==> src/rtl/rib_mem_arbiter.sv <==
// Shares one req/gnt + rvalid slave port between JTAG (m0), load/store (m1) and fetch (m2).
// One transaction in flight; includes fetch anti-starvation, slave timeout abort and the core stall flag.
module rib_mem_arbiter #(
   parameter int ADDR_W     = 32,
   parameter int DATA_W     = 32,
   parameter int STARVE_MAX = 8,
   parameter int TIMEOUT    = 255
) (
   input  logic              clk,
   input  logic              rst,
   input  logic              m0_req,
   input  logic              m0_we,
   input  logic [ADDR_W-1:0] m0_addr,
   input  logic [DATA_W-1:0] m0_wdata,
   output logic              m0_gnt,
   output logic              m0_rvalid,
   output logic [DATA_W-1:0] m0_rdata,
   input  logic              m1_req,
   input  logic              m1_we,
   input  logic [ADDR_W-1:0] m1_addr,
   input  logic [DATA_W-1:0] m1_wdata,
   output logic              m1_gnt,
   output logic              m1_rvalid,
   output logic [DATA_W-1:0] m1_rdata,
   input  logic              m2_req,
   input  logic              m2_we,
   input  logic [ADDR_W-1:0] m2_addr,
   input  logic [DATA_W-1:0] m2_wdata,
   output logic              m2_gnt,
   output logic              m2_rvalid,
   output logic [DATA_W-1:0] m2_rdata,
   output logic              s_req,
   output logic              s_we,
   output logic [ADDR_W-1:0] s_addr,
   output logic [DATA_W-1:0] s_wdata,
   input  logic              s_gnt,
   input  logic              s_rvalid,
   input  logic [DATA_W-1:0] s_rdata,
   output logic              hold_flag_o,
   output logic              bus_err_o
);

   typedef enum logic [1:0] {
      ST_IDLE = 2'd0,
      ST_ADDR = 2'd1,
      ST_RESP = 2'd2
   } state_t;

   localparam logic [1:0]  OWN_M0     = 2'd0;
   localparam logic [1:0]  OWN_M1     = 2'd1;
   localparam logic [1:0]  OWN_M2     = 2'd2;
   localparam logic [1:0]  OWN_NONE   = 2'd3;
   localparam logic [7:0]  STARVE_LIM = 8'(STARVE_MAX);
   localparam logic [15:0] TO_LAST    = 16'(TIMEOUT - 1);

   state_t            state_q, state_d;
   logic [1:0]        owner_q, owner_d;
   logic [7:0]        starve_q, starve_d;
   logic [15:0]       to_q, to_d;
   logic [ADDR_W-1:0] addr_q, addr_d;
   logic              we_q, we_d;
   logic [DATA_W-1:0] wdata_q, wdata_d;

   logic       run;
   logic       any_req;
   logic       resp_done;
   logic       timeout;
   logic       xfer_end;
   logic       grant;
   logic       promote;
   logic [1:0] winner;

   // A new transaction may start from IDLE or in the very cycle the previous response lands.
   always_comb begin
      run       = rst;
      any_req   = m0_req | m1_req | m2_req;
      resp_done = run && (state_q == ST_RESP) && s_rvalid;
      timeout   = run && (to_q == TO_LAST) &&
                  ((state_q == ST_ADDR) || ((state_q == ST_RESP) && !s_rvalid));
      xfer_end  = resp_done || timeout;
      grant     = run && any_req && ((state_q == ST_IDLE) || resp_done);
      promote   = (starve_q == STARVE_LIM) && m2_req;
      winner    = OWN_NONE;
      if (m0_req)       winner = OWN_M0;
      else if (promote) winner = OWN_M2;
      else if (m1_req)  winner = OWN_M1;
      else if (m2_req)  winner = OWN_M2;
   end

   always_comb begin
      state_d  = state_q;
      owner_d  = owner_q;
      starve_d = starve_q;
      to_d     = to_q;
      addr_d   = addr_q;
      we_d     = we_q;
      wdata_d  = wdata_q;
      case (state_q)
         ST_IDLE: ;
         ST_ADDR: begin
            to_d = to_q + 16'd1;
            if (timeout) begin
               state_d = ST_IDLE;
               owner_d = OWN_NONE;
            end else if (s_gnt) begin
               state_d = ST_RESP;
            end
         end
         ST_RESP: begin
            to_d = to_q + 16'd1;
            if (xfer_end) begin
               state_d = ST_IDLE;
               owner_d = OWN_NONE;
            end
         end
         default: begin
            state_d = ST_IDLE;
            owner_d = OWN_NONE;
         end
      endcase
      if (grant) begin
         state_d = ST_ADDR;
         owner_d = winner;
         to_d    = 16'd0;
         case (winner)
            OWN_M0: begin
               addr_d  = m0_addr;
               we_d    = m0_we;
               wdata_d = m0_wdata;
            end
            OWN_M1: begin
               addr_d  = m1_addr;
               we_d    = m1_we;
               wdata_d = m1_wdata;
            end
            default: begin
               addr_d  = m2_addr;
               we_d    = m2_we;
               wdata_d = m2_wdata;
            end
         endcase
      end
      // Fetch starvation only accumulates while fetch is actually waiting.
      if (!m2_req || (grant && (winner == OWN_M2))) begin
         starve_d = 8'd0;
      end else if (grant && (winner == OWN_M1) && (starve_q < STARVE_LIM)) begin
         starve_d = starve_q + 8'd1;
      end
   end

   always_comb begin
      m0_gnt      = grant && (winner == OWN_M0);
      m1_gnt      = grant && (winner == OWN_M1);
      m2_gnt      = grant && (winner == OWN_M2);
      m0_rvalid   = xfer_end && (owner_q == OWN_M0);
      m1_rvalid   = xfer_end && (owner_q == OWN_M1);
      m2_rvalid   = xfer_end && (owner_q == OWN_M2);
      m0_rdata    = (resp_done && (owner_q == OWN_M0)) ? s_rdata : '0;
      m1_rdata    = (resp_done && (owner_q == OWN_M1)) ? s_rdata : '0;
      m2_rdata    = (resp_done && (owner_q == OWN_M2)) ? s_rdata : '0;
      s_req       = run && (state_q == ST_ADDR) && !timeout;
      s_we        = s_req && we_q;
      s_addr      = s_req ? addr_q : '0;
      s_wdata     = s_req ? wdata_q : '0;
      bus_err_o   = timeout;
      hold_flag_o = run && ((m1_req && !(grant && (winner == OWN_M1))) ||
                            (m2_req && !(grant && (winner == OWN_M2))) ||
                            ((state_q != ST_IDLE) && !xfer_end) ||
                            (xfer_end && any_req));
   end

   always_ff @(posedge clk) begin
      if (!rst) begin
         state_q  <= ST_IDLE;
         owner_q  <= OWN_NONE;
         starve_q <= 8'd0;
         to_q     <= 16'd0;
         addr_q   <= '0;
         we_q     <= 1'b0;
         wdata_q  <= '0;
      end else begin
         state_q  <= state_d;
         owner_q  <= owner_d;
         starve_q <= starve_d;
         to_q     <= to_d;
         addr_q   <= addr_d;
         we_q     <= we_d;
         wdata_q  <= wdata_d;
      end
   end

endmodule

==> config.mk <==
export PLATFORM = sky130hd
export DESIGN_NAME = rib_mem_arbiter
export DESIGN_NICKNAME = d
export VERILOG_FILES = /design/src/rtl/rib_mem_arbiter.sv
export SDC_FILE = /design/constraint.sdc
export NUM_CORES = 1
export LEC_CHECK = 0
export ABC_AREA = 1
export BUFFER_PORTS_ARGS = -buffer_cell sky130_fd_sc_hd__buf_4
export CORE_AREA = 2 2 155 157
export CTS_CLUSTER_SIZE = 14
export DETAILED_ROUTE_END_ITERATION = 10
export DIE_AREA = 0 0 157 159
export PLACE_DENSITY_LB_ADDON = 0.25
export SYNTH_ARGS = -nofsm -noshare
export SYNTH_HDL_FRONTEND = slang
export SYNTH_SLANG_ARGS = --single-unit
==> constraint.sdc <==
create_clock -name clk -period 1.68 [get_ports clk]
set_input_delay 0.168 -clock clk [delete_from_list [all_inputs] [get_ports clk]]
set_output_delay 0.168 -clock clk [all_outputs]
set_load 0.05 [all_outputs]
# After elaboration in Yosys (flattened, before gate mapping)

Index checks and enable logic that the tools add are counted.

Output and inout bits: 170
Register bits after elaboration: 93

Add/sub/neg operators: 2
Reduce and logical (&&, ||, !) cells: 49
Bitwise operators: 4
Equality and inequality tests: 14
Magnitude comparators: 1
Mux-type cells: 21

Operator list:

| cell                                                  | count |
|---|---|
| two-way mux 32 bit                                    | 5 |
| case mux 32 bit (2 select lines)                      | 2 |
| logical AND 1 bit                                     | 26 |
| two-way mux 2 bit                                     | 9 |
| adder 16 x 1 -> 16 bit (second input constant)        | 1 |
| equality test 16 x 8 -> 1 bit (second input constant) | 1 |
| case mux 2 bit (3 select lines)                       | 2 |
| inequality test 3 bit (second input constant)         | 3 |
| AND reduction 3 bit                                   | 3 |
| adder 8 x 1 -> 8 bit (second input constant)          | 1 |
| equality test 8 x 4 -> 1 bit (second input constant)  | 1 |
| < comparator 8 x 4 -> 1 bit (second input constant)   | 1 |
| logical OR 1 bit                                      | 7 |
| equality test 2 x 1 -> 1 bit (second input constant)  | 3 |
| equality test 2 bit (second input constant)           | 3 |
| logical NOT 1 bit                                     | 6 |
| logical NOT 2 bit                                     | 3 |
| OR reduction 2 bit                                    | 3 |
| inequality test 2 bit (second input constant)         | 2 |
| inequality test 4 bit (second input constant)         | 1 |
| two-way mux 1 bit                                     | 2 |
| NOT 1 bit                                             | 2 |
| OR 1 bit                                              | 2 |
| case mux 1 bit (2 select lines)                       | 1 |
| nonzero test 2 bit                                    | 1 |

# Longest topological paths before layout

Depth after elaboration: 12
Depth in mapped cells: 13
Gate-level depth less buffers: 13

# Worst setup path after synthesis

OpenSTA, ideal clock, no wires.

Kind: register -> output
Start: register state_q[0]
End: output port m0_rvalid
Path buffers: 0
Stages on the path, launching flop included: 9
Arrival time: 2140 ps
Setup slack: -628 ps
Cells stage by stage: dfxtp_1 -> inv_1 -> ha_1 -> inv_1 -> o21bai_1 -> nand3_1 -> nand2_1 -> inv_1 -> nor3_1

Cells in the longest elaborated chain, start to end: 6
Elaborated cells between the ends (all ways): 9

Ends and longest elaborated chain:

| item                   | line   | text |
|---|---|---|
| from (decl)            | 56     | `state_t state_q, state_d;` |
| from (signal assigned) | 182    | `state_q <= state_d;` |
| equality test 2 bit    | 77, 79 |  |
| logical AND 1 bit      | 79     | `((state_q == ST_ADDR) \|\| ((state_q == ST_RESP) && !s_rvalid));` |
| logical OR 1 bit       | 79     |  |
| logical AND 1 bit      | 78     | `timeout = run && (to_q == TO_LAST) &&` |
| logical OR 1 bit (*)   | 80     | `xfer_end = resp_done \|\| timeout;` |
| logical AND 1 bit (*)  | 155    | `m0_rvalid = xfer_end && (owner_q == OWN_M0);` |
| to (decl)              | 16     | `output logic m0_rvalid,` |

Mark *: on every way between the ends. The rest lies on a longest branch, timed or not.

# Final worst setup path

Start: register to_q[5]
End: output port s_wdata[27]

Cells in the longest elaborated chain, start to end: 6

Ends and longest elaborated chain:

| item                            | line | text |
|---|---|---|
| from (decl)                     | 59   | `logic [15:0] to_q, to_d;` |
| from (signal assigned)          | 185  | `to_q <= to_d;` |
| equality test 16 x 8 -> 1 bit   | 78   |  |
| logical AND 1 bit (2 in series) | 78   |  |
| logical NOT 1 bit               | 161  | `s_req = run && (state_q == ST_ADDR) && !timeout;` |
| logical AND 1 bit               | 161  |  |
| two-way mux 32 bit              | 164  | `s_wdata = s_req ? wdata_q : '0;` |
| to (decl)                       | 35   | `output logic [DATA_W-1:0] s_wdata,` |

Every way passes these cells.

==> flow_metrics.tcl <==
set metrics [dict create \
    status "finished, violations left" \
    violations "negative setup slack" \
    routed_wirelength_um 31740 \
    fmax_mhz 473.5 \
    switching_share_pct 36.79 \
    yosys-top-cells-count "322 x nor2_1, 135 x inv_1, 93 x dfxtp_1" \
    first_pass_iters 5 \
    grt.total_usage_pct 22.80 \
    htreeDepth 3 \
    pre_cts_ws_ns -0.1587 \
    grt_max_degree 52 \
    wl_met2_um 16780 \
    hold_depth 2 \
    maxSlewViolCount 0 \
    core.rowCount 56 \
    setup.worst_path.class "reg2out" \
    cts_max_path_buffers 2 \
    start_util_pct 27.73 \
    num_vias 8589 \
    dieArea_um2 24960 \
    num-fill-cells 1844 \
    r2r_slack_ns -0.43 \
    clk_latency_ns 0.35 \
    nets 1746 \
    reg2reg_to "wdata_q[10]" \
    synth_async_sr_flop_share_pct 0 \
    synthDistinctLibCells 34 \
    drtIter0Drc 407 \
    port_buffers 403 \
    p_clk_share_pct 25.7 \
    slew_headroom_pct 47.54 \
    synth_edf_count 0 \
    whs_endpoint "owner_q[1]" \
    core_area_um2 23190 \
    arrival_ns 1.94 \
    antenna_found_initial 3 \
    ys_seq_area_share_pct 28.95 \
    synthTopCellsByArea "dfxtp_1 29%, nor2_1 19%, inv_1 7.9%" \
    power_density_nw_per_um2 535.8 \
    internal-power_w 0.005025 \
    finalPower_w 0.007950 \
    clk_pin_slew_ns 0.07 \
    layout_min_cycle_time_ns 2.112 \
    wl_met1_um 12180 \
    reg2reg_depth 14 \
    ioPinCount 404 \
    synth_area_leader_cell "dfxtp_1" \
    ys_seq_elements 93 \
    vias_per_cell 4.691 \
    pwr-share-seq_pct 31.9 \
    end_kind "output port" \
    numCtsBuffers 9 \
    postLayoutCoreUtil_pct 63.98 \
    cts-root-buf "clkbuf_16" \
    dieHeight_um 159 \
    p_sw_w 0.002925 \
    synth_top_area_share_pct 28.95 \
    hold_class "in2reg" \
    drc 0 \
    synth_fp_nets 1219 \
    area_growth_syn_to_layout_pct 130.7 \
    critPathMaxFanout 7 \
    setup_viol_count_final 253 \
    cts_sinks 93 \
    cts_tree "done" \
    drv_cap 0 \
    ctsHoldBuffers 0 \
    ys_warn_count 0 \
    wl_met3_um 1885 \
    leakagePower_nw 6.470 \
    fin_ws_ns -0.4317 \
    routedWlPerCell_um 17.34 \
    grt_first_pass_wirelength_um 44900 \
    crit_path_start_kind "flip-flop" \
    vdd_drop_max_uv 477.2 \
    comb_power_share_pct 42.4 \
    grt_pass1_vias 8361 \
    globalRouteOverflowTotal 0 \
    avgSynthCellArea_um2 6.583 \
    worstPathRequired_ns 1.51 \
    syn_area_um2 6431 \
    hold_viol_final 0 \
    die_w_um 157 \
    place.gp.congestion 0.8823 \
    post-synth-top-count-cell "nor2_1" \
    place_hpwl_um 20970 \
    period_share_pct 125.7 \
    synth_cells 977 \
    worstHoldStart "rst" \
    r2r_start "state_q[1]" \
    fin_skew_ns 0.006217 \
    drive_gt1_share_pct 67.86 \
    ant_nets 0 \
    yosys_most_used_dff "dfxtp_1" \
    worst_pin_slew_ns 0.7810 \
    top_layer "met4" \
    rsz0062_at_grt "true" \
]
-- repair_timing --
item / CTS / global route
resized for setup: 291 / 205
endpoints found under the setup margin: 252 / 263
gates cloned: 15 / 17
setup buffers: 41 / 16
pin swaps: 19 / 56
-- per-layer routing --
layer / vias to the layer above / track usage (%)
li1: 4166 / -
met1: 4047 / 26.34
met2: 319 / 40.79
met3: 57 / 4.682
met4: 0 / 8.924
met5: - / 0
-- layout make-up --
| cell class | count | area [um2] | area share, % |
|---|---|---|---|
| timing repair buffer | 576 | 6187 | 41.70 |
| tap | 319 | 399.1 | 2.690 |
| timing repair inverter | 2 | 12.51 | 0.08432 |
| clock inverter | 7 | 65.06 | 0.4385 |
| clock buffer | 9 | 225.2 | 1.518 |
| multi-input combinational | 677 | 5487 | 36.98 |
| sequential | 93 | 1879 | 12.67 |
| inverter | 145 | 575.6 | 3.879 |
| antenna | 3 | 7.507 | 0.05059 |
-- worst max path at each step --
stage / endpoint / cells after the start / startpoint
global placement: s_wdata[31] / 9 / state_q[0]
CTS: hold_flag_o / 14 / to_q[0]
floorplan: s_addr[0] / 7 / state_q[1]
global route: s_wdata[19] / 12 / to_q[7]
detailed placement: s_addr[31] / 9 / state_q[0]
finish: s_wdata[27] / 12 / to_q[5]
-- cell usage in the layout, fill, tap and decap left out, types with 22 or more instances in the layout --
cell	count
buf_4	315
nor2_4	169
buf_6	151
nor2_1	141
inv_1	117
o21ai_2	94
dfxtp_1	81
buf_8	53
nand2_1	49
o211ai_2	33
buf_12	28
o21ai_1	27
o211ai_1	27
nand2_2	23
inv_2	22
clkbuf_16	22
-- state kept, by name (all words and copies together), names as in the netlist --
signal,count
to_q,16
starve_q,8
addr_q,32
wdata_q,32
state_q,2
owner_q,2
we_q,1
-- worst max-delay path, stage by stage, from the launching register on --
cell,delay [ns]
dfxtp_2,0.34
nand2_2,0.05
inv_2,0.08
nand2_4,0.07
inv_4,0.06
nand3_4,0.06
nor3_4,0.20
nand2_4,0.09
nand2_8,0.16
buf_6,0.15
buf_16,0.14
nor2_4,0.04
buf_8,0.14
-- per-stage QoR --
stage               setup TNS, ns  instance area [um2]  std cells  hold slack [ns]
finish                     -87.28                14840       1831          0.06215
floorplan                  -1.962                 7652        977           0.3253
global placement           -14.68                11610       1733           0.4124
global route              -111.22                14840       1831          0.05248
CTS                        -75.15                13720       1805          0.04153
detailed placement         -18.13                11610       1733           0.4144
-- power groups by stage --
stage / clock network (W) / logic [W] / registers, W
2_1_floorplan: 0 / 0.00160 / 0.00258
3_3_place_gp: 0 / 0.00256 / 0.00258
3_5_place_dp: 0 / 0.00258 / 0.00258
4_1_cts: 0.00211 / 0.00292 / 0.00253
5_1_grt: 0.00219 / 0.00359 / 0.00256
6_report: 0.00204 / 0.00337 / 0.00254
-- kinds of logic after synthesis --
group / after synthesis / share of synthesized area [%]
adders and majority gates: 8 / 1.556
AOI/OAI and AO/OA: 213 / 25.18
and+or+nand+nor: 449 / 27.84
buffers and inverters: 207 / 15.53
xor gates and xnor gates: 7 / 0.9533
DFF: 93 / 28.95
Power figures use the tool's default switching activity.
